==> config.mk <==
export PLATFORM = sky130hd
export DESIGN_NAME = snow64_mem_req_queue
export DESIGN_NICKNAME = d
export VERILOG_FILES = /design/src/rtl/snow64_mem_req_queue.sv
export SDC_FILE = /design/constraint.sdc
export NUM_CORES = 1
export LEC_CHECK = 0
export BUFFER_PORTS_ARGS = -buffer_cell sky130_fd_sc_hd__buf_4
export CAP_MARGIN = 20
export CORE_AREA = 4 4 453 455
export CTS_CLUSTER_DIAMETER = 50
export DETAILED_ROUTE_END_ITERATION = 12
export DIE_AREA = 0 0 457 459
export PLACE_DENSITY = 0.57
export SLEW_MARGIN = 10
export SYNTH_ARGS = -nofsm -noshare
export SYNTH_HDL_FRONTEND = slang
export SYNTH_SLANG_ARGS = --single-unit
==> constraint.sdc <==
create_clock -name clk -period 15.6 [get_ports clk]
set_input_delay 1.56 -clock clk [delete_from_list [all_inputs] [get_ports clk]]
set_output_delay 1.56 -clock clk [all_outputs]
set_load 0.01 [all_outputs]
==> src/rtl/snow64_mem_req_queue.sv <==
// In-order request FIFO between the LAR file and the memory bus guard's data ports.
// Issues one request at a time, holds it until accepted, then returns a one-cycle completion.
module snow64_mem_req_queue #(
  parameter int unsigned DEPTH  = 4,
  parameter int unsigned ADDR_W = 64,
  parameter int unsigned DATA_W = 256
) (
  input  logic              clk,
  input  logic              rst_n,
  input  logic              in_req_valid,
  input  logic              in_req_is_write,
  input  logic [ADDR_W-1:0] in_req_addr,
  input  logic [DATA_W-1:0] in_req_data,
  output logic              out_req_ready,
  output logic              out_guard_rd_req,
  output logic              out_guard_wr_req,
  output logic [ADDR_W-1:0] out_guard_addr,
  output logic [DATA_W-1:0] out_guard_wr_data,
  input  logic              in_guard_rd_valid,
  input  logic              in_guard_rd_cmd_accepted,
  input  logic [DATA_W-1:0] in_guard_rd_data,
  input  logic              in_guard_wr_valid,
  input  logic              in_guard_wr_cmd_accepted,
  output logic              out_done_valid,
  output logic              out_done_is_write,
  output logic [DATA_W-1:0] out_done_data,
  output logic              out_busy
);

  localparam int unsigned PtrW = $clog2(DEPTH);
  localparam int unsigned CntW = PtrW + 1;

  typedef enum logic [1:0] {
    StIdle,
    StIssue,
    StWaitDone
  } stateT;

  stateT              state;
  logic [PtrW-1:0]    wrPtr;
  logic [PtrW-1:0]    rdPtr;
  logic [CntW-1:0]    count;
  logic               curIsWrite;

  logic               memIsWrite [DEPTH];
  logic [ADDR_W-1:0]  memAddr    [DEPTH];
  logic [DATA_W-1:0]  memData    [DEPTH];

  logic               headIsWrite;
  logic               issuing;
  logic               doPush;
  logic               headAccepted;
  logic               headValid;
  logic               curValid;

  // Ready depends only on registered count, so a same-cycle pop never opens a slot early.
  assign out_req_ready = (count != CntW'(DEPTH));
  assign doPush        = in_req_valid && out_req_ready;
  assign out_busy      = (count != '0) || (state != StIdle);

  // Guard-facing decode of the registered state and FIFO head; held steady through StIssue.
  assign headIsWrite       = memIsWrite[rdPtr];
  assign issuing           = (state == StIssue);
  assign out_guard_rd_req  = issuing && !headIsWrite;
  assign out_guard_wr_req  = issuing && headIsWrite;
  assign out_guard_addr    = issuing ? memAddr[rdPtr] : '0;
  assign out_guard_wr_data = (issuing && headIsWrite) ? memData[rdPtr] : '0;

  // Only the port matching the request in flight is listened to.
  assign headAccepted = issuing &&
                        (headIsWrite ? in_guard_wr_cmd_accepted : in_guard_rd_cmd_accepted);
  assign headValid    = headIsWrite ? in_guard_wr_valid : in_guard_rd_valid;
  assign curValid     = curIsWrite ? in_guard_wr_valid : in_guard_rd_valid;

  // Payload storage; contents are don't-care until pushed, so no reset needed.
  always_ff @(posedge clk) begin
    if (doPush) begin
      memIsWrite[wrPtr] <= in_req_is_write;
      memAddr[wrPtr]    <= in_req_addr;
      memData[wrPtr]    <= in_req_data;
    end
  end

  always_ff @(posedge clk) begin
    if (!rst_n) begin
      state             <= StIdle;
      wrPtr             <= '0;
      rdPtr             <= '0;
      count             <= '0;
      curIsWrite        <= 1'b0;
      out_done_valid    <= 1'b0;
      out_done_is_write <= 1'b0;
      out_done_data     <= '0;
    end else begin
      out_done_valid    <= 1'b0;
      out_done_is_write <= 1'b0;
      out_done_data     <= '0;

      if (doPush) wrPtr <= wrPtr + PtrW'(1);
      if (headAccepted) rdPtr <= rdPtr + PtrW'(1);

      case ({doPush, headAccepted})
        2'b10:   count <= count + CntW'(1);
        2'b01:   count <= count - CntW'(1);
        default: count <= count;
      endcase

      case (state)
        StIdle: begin
          if (count != '0) state <= StIssue;
        end
        StIssue: begin
          if (headAccepted) begin
            curIsWrite <= headIsWrite;
            if (headValid) begin
              out_done_valid    <= 1'b1;
              out_done_is_write <= headIsWrite;
              out_done_data     <= headIsWrite ? '0 : in_guard_rd_data;
              state             <= StIdle;
            end else begin
              state <= StWaitDone;
            end
          end
        end
        StWaitDone: begin
          if (curValid) begin
            out_done_valid    <= 1'b1;
            out_done_is_write <= curIsWrite;
            out_done_data     <= curIsWrite ? '0 : in_guard_rd_data;
            state             <= StIdle;
          end
        end
        default: state <= StIdle;
      endcase
    end
  end

endmodule

# ---- Word level (Yosys, flattened, before mapping)
# Memories as Yosys holds them, arrays and structs flattened. A register that Yosys moved wholly into a read port is not among the register bits.
# Index checks and enable logic that the tools add are counted.
dict set report word_totals {
  register_bits 268
  ram_bits 1284
  in_bits 584
  out_inout_bits 582
  word_cells 68
  memories 3
}
dict set report classes {
  add_sub_neg 4
  n_eq_ne 8
  muxes 33
  n_reduce_logical 12
}
# memory words width rd rd_clocked_by_memory_dff write_ports line_no
set mem_list {}
lappend mem_list {memData 4 256 1 1 1 47} ;# logic [DATA_W-1:0] memData [DEPTH];
lappend mem_list {memAddr 4 64 1 1 1 46} ;# logic [ADDR_W-1:0] memAddr [DEPTH];
lappend mem_list {memIsWrite 4 1 1 1 1 45} ;# logic memIsWrite [DEPTH];
# op count
set ops {}
lappend ops {{256-bit 2-to-1 mux} 6}
lappend ops {{256-bit one-hot mux with 2 select lines} 1}
lappend ops {{64-bit 2-to-1 mux} 1}
lappend ops {{2-bit 2-to-1 mux} 10}
lappend ops {{1-bit 2-to-1 mux} 11}
lappend ops {{2-bit one-hot mux with 3 select lines} 1}
lappend ops {{3-bit one-hot mux with 2 select lines} 1}
lappend ops {{2-bit by 1-bit adder with 2-bit output (second input constant)} 2}
lappend ops {{2-bit by 1-bit equality test with 1-bit output (second input constant)} 2}
lappend ops {{2-bit equality test (second input constant)} 2}
lappend ops {{1-bit logical AND} 4}
lappend ops {{2-bit != test (second input constant)} 2}
lappend ops {{1-bit one-hot mux with 2 select lines} 2}
lappend ops {{2-bit nonzero test} 2}
lappend ops {{3-bit by 1-bit adder with 3-bit output (second input constant)} 1}
lappend ops {{3-bit != test (second input constant)} 1}
lappend ops {{3-bit AND reduction} 1}
lappend ops {{3-bit nonzero test} 1}
lappend ops {{3-bit by 1-bit subtractor with 3-bit output (second input constant)} 1}
lappend ops {{2-bit logical NOT} 1}
lappend ops {{2-bit by 1-bit != test with 1-bit output (second input constant)} 1}
lappend ops {{2-bit AND reduction} 1}
lappend ops {{1-bit logical NOT} 1}
lappend ops {{1-bit logical OR} 1}

# ---- Logic depth before layout (Yosys ltp)
dict set report depth {
  word_depth 4
  ltp_mapped 11
  mapped_depth_nobuf 10
}

# ---- Worst setup path before layout
# Ideal clock, no wire load.
dict set report synth_timing {
  kind {input to register}
  startpoint {input in_req_valid}
  endpoint {memory memAddr[1][0] (enable)}
  setup_time_ns 0.726
  arrival_time_ns 8.906
  t_required_ns 14.874
  slack_ns 5.968
  path_stages 1
  n_path_buf 0
  cell_sequence {and3_1}
}
dict set report synth_between {
  elab_chain_cells 3
}
# item line_no
set synth_lines {}
lappend synth_lines {{from (decl)} 10} ;# input logic in_req_valid,
lappend synth_lines {{1-bit logical AND} 58} ;# assign doPush = in_req_valid && out_req_ready;
lappend synth_lines {{1-bit 2-to-1 mux} 77} ;# if (doPush) begin
lappend synth_lines {{1-bit 2-to-1 mux (implied by the code)} 79} ;# memAddr[wrPtr] <= in_req_addr;
lappend synth_lines {{to (decl)} 46}
# No other way between the ends.

==> flow_summary_export.csv <==
group,metric,value,unit
synthesis,yosysWarnings,0,
cts,path_clk_slew,0.06,ns
synthesis,synth_cell_types,36,
timing,drv_slew,0,
die,initial_core_util,0.279,
synthesis,synth_seq_area_share,0.782,
place,dpl_cell_area,67800,um2
synthesis,synth-seq-cells,1554,
drt,wl_met2,94500,um
drt,wl_met3,14600,um
global_route,grt_usage,0.173,
finish,area_growth_syn_to_layout,31.6,%
cts,cts-buffers-inserted,186,
cts,cts.sinks,1554,
drt,ant_nets,0,
drt,drc,0,
cts,cts_setup_buffers,0,
timing,clock_skew,0.0334,ns
synthesis,syn_area_per_cell,20.8,um2
finish,drive_gt1_frac,0.443,
drt,avgRoutedWirePerCell,27.6,um
cts,cts-root-buf,"clkbuf_16",
job,drv_cap,0,
die,rows,165,
timing,fmax,168,MHz
cts,postCtsHoldBufs,0,
pwr,p_per_area,144,nW/um2
place,dp_hpwl,131000,um
global_route,grt_max_degree,170,
cts,cts_tree,"done",
setup_path,critPathLaunchType,"flip-flop",
synthesis,async_flop_share,0,
global_route,grt_first_pass_wirelength,256000,um
die,io_pins,1166,
place,gp_congestion,0.922,
synthesis,synth-edff-count,1284,
timing,finalSetupTns,0,ns
hold_path,hold_class,"flip-flop to flip-flop",
global_route,grt_pass1_vias,32000,
synthesis,synth_nets,3290,
pwr,ir_worst_vdd,0.000105,V
pwr,leakagePower,27.3,nW
setup_path,path_class,"flip-flop to output pin",
place,portBuffers,1165,
status,status,"complete, no violations",
cts,postCtsResizedCells,0,
finish,fin_util,0.367,
drt,drt-initial-drc-count,2430,
die,die_w,457,um
synthesis,syn_area,56200,um2
drt,highest_layer,"met5",
setup_path,r2r-start,"count[0]",
timing,rsz0062_at_grt,"no",
drt,wl_met1,68500,um
timing,max_slew_margin,0.213,
global_route,grt-ovfl-total,0,
synthesis,syn_inst,2697,
timing,fin_crit_sh,0.382,
timing,period_minus_slack,5.95,ns
finish,final_net_count,4515,
die,dieArea,210000,um2
drt,num_vias,31000,
setup_path,critPathArrivalTime,4.39,ns
setup_path,worst_setup_path_end_kind,"output pin",
setup_path,cp.required,14.04,ns
die,core-area,201000,um2
drt,wl,188000,um
drt,first_pass_iters,5,
synthesis,synth-main-ff-cell,"edfxtp_1",
timing,tightestPinTransition,1.18,ns
cts,insertion_delay,0.80,ns
hold_path,hold_path_startpoint,"rdPtr[1]",
die,die_y,459,um
cts,cts.htree.levels,4,
global_route,antenna_found_initial,55,
timing,report.final.setup_viol,0,
drt,vias_per_cell,4.56,
cts,cts_buffer_depth,3,
finish,stdcell_area,73900,um2
setup_path,cp_max_fo,102,
timing,finalHoldViolations,0,
kinds of logic (layout without fill, tap and decap cells):
family	Yosys count	count (layout)	synth area share
buffers and inverters	177	1557	0.0159
AO/OA/AOI/OAI	17	17	0.00183
XOR/XNOR	3	3	0.000468
adder cells (fa/ha/maj)	9	9	0.00214
AND/OR/NAND/NOR	608	608	0.0672
multiplexers	329	329	0.130
flip-flops	1554	1554	0.782
other	0	35	0
final cells by class:
class,count,area [um2]
diodes,35,87.6
multi-input cells,966,11400
clock buffers,231,4920
flip-flops and latches,1554,44000
clock inverters,112,1090
fillers,18800,127000
repair buffers,1202,9100
well taps,2672,3340
inverters,12,45.0
worst max-delay path: stages (launching register included):
cell	delay, ns
dfxtp_4	0.70
buf_12	0.65
buf_4	0.87
mux4_2	0.66
and3_1	0.24
buf_4	0.15
through the flow:
stage	setup slack [ns]	hold WS, ns	power (mW)	cells
3_3_place_gp	9.82	0.459	6.53	6406
3_5_place_dp	9.82	0.466	6.55	6406
5_1_grt	9.19	0.508	11.0	6770
6_report	9.65	0.480	10.6	6784
2_1_floorplan	5.97	0.452	5.85	2697
4_1_cts	9.41	0.475	10.8	6749
cell usage after synthesis (3+ instances only):
cell type / number / area share
nor2_1: 8 / 0.00053
dfxtp_1: 270 / 0.096
mux2i_1: 7 / 0.0012
ha_1: 8 / 0.0018
inv_1: 11 / 0.00073
buf_2: 34 / 0.0030
a21oi_1: 8 / 0.00071
o21ai_0: 3 / 0.00027
nand2_1: 7 / 0.00047
and2_1: 323 / 0.036
buf_4: 5 / 0.00067
edfxtp_1: 1284 / 0.69
and3_1: 261 / 0.029
clkbuf_1: 102 / 0.0068
buf_6: 22 / 0.0044
mux4_2: 321 / 0.13
worst paths after layout:
path	end	slack, ns	depth (start not counted)
max reg2reg	memAddr[0][5]	10.91	6
min	flip-flop	0.48	2
max	out_guard_wr_data[236]	9.65	5
min reg2reg	flip-flop	0.48	2
state kept, by name (all words and copies together) (netlist names), named ones only:
name / cells
out_done_data: 256
curIsWrite: 1
count: 3
out_done_is_write: 1
state: 2
memIsWrite: 4
rdPtr: 2
wrPtr: 2
memData: 1024
memAddr: 256
out_done_valid: 1
where the power goes:
group          total [mW]  leakage (nW)  internal [mW]  switching, mW
Combinational        1.56          10.5          0.698          0.866
Sequential           4.85          14.0           4.79         0.0654
Clock                4.20          2.91           2.46           1.74
cells in the final DEF (no fill, tap or decap), types with 5 or more instances in the layout:
cell type	netlist	layout
ha_1	8	7
nand2_1	7	7
mux4_2	321	320
a21oi_1	8	8
inv_6	0	20
clkinvlp_4	0	9
clkinv_4	0	8
buf_4	5	1196
diode_2	0	35
inv_1	11	11
bufinv_16	0	12
clkinv_8	0	5
and2_1	323	323
clkinv_1	1	35
clkbuf_16	0	188
mux2i_1	7	7
buf_12	0	6
clkbuf_1	102	37
dfxtp_1	270	268
edfxtp_1	1284	1284
clkbuf_8	0	5
and3_1	261	257
clkinv_2	0	16
nor2_1	8	8
routing by layer:
metal | track usage | vias up
met1 | 0.194 | 16200
met4 | 0.0905 | 40
met5 | 0 | -
met2 | 0.292 | 1178
met3 | 0.0580 | 325
li1 | - | 13200
Note: power is estimated with default switching activity, not from simulation.
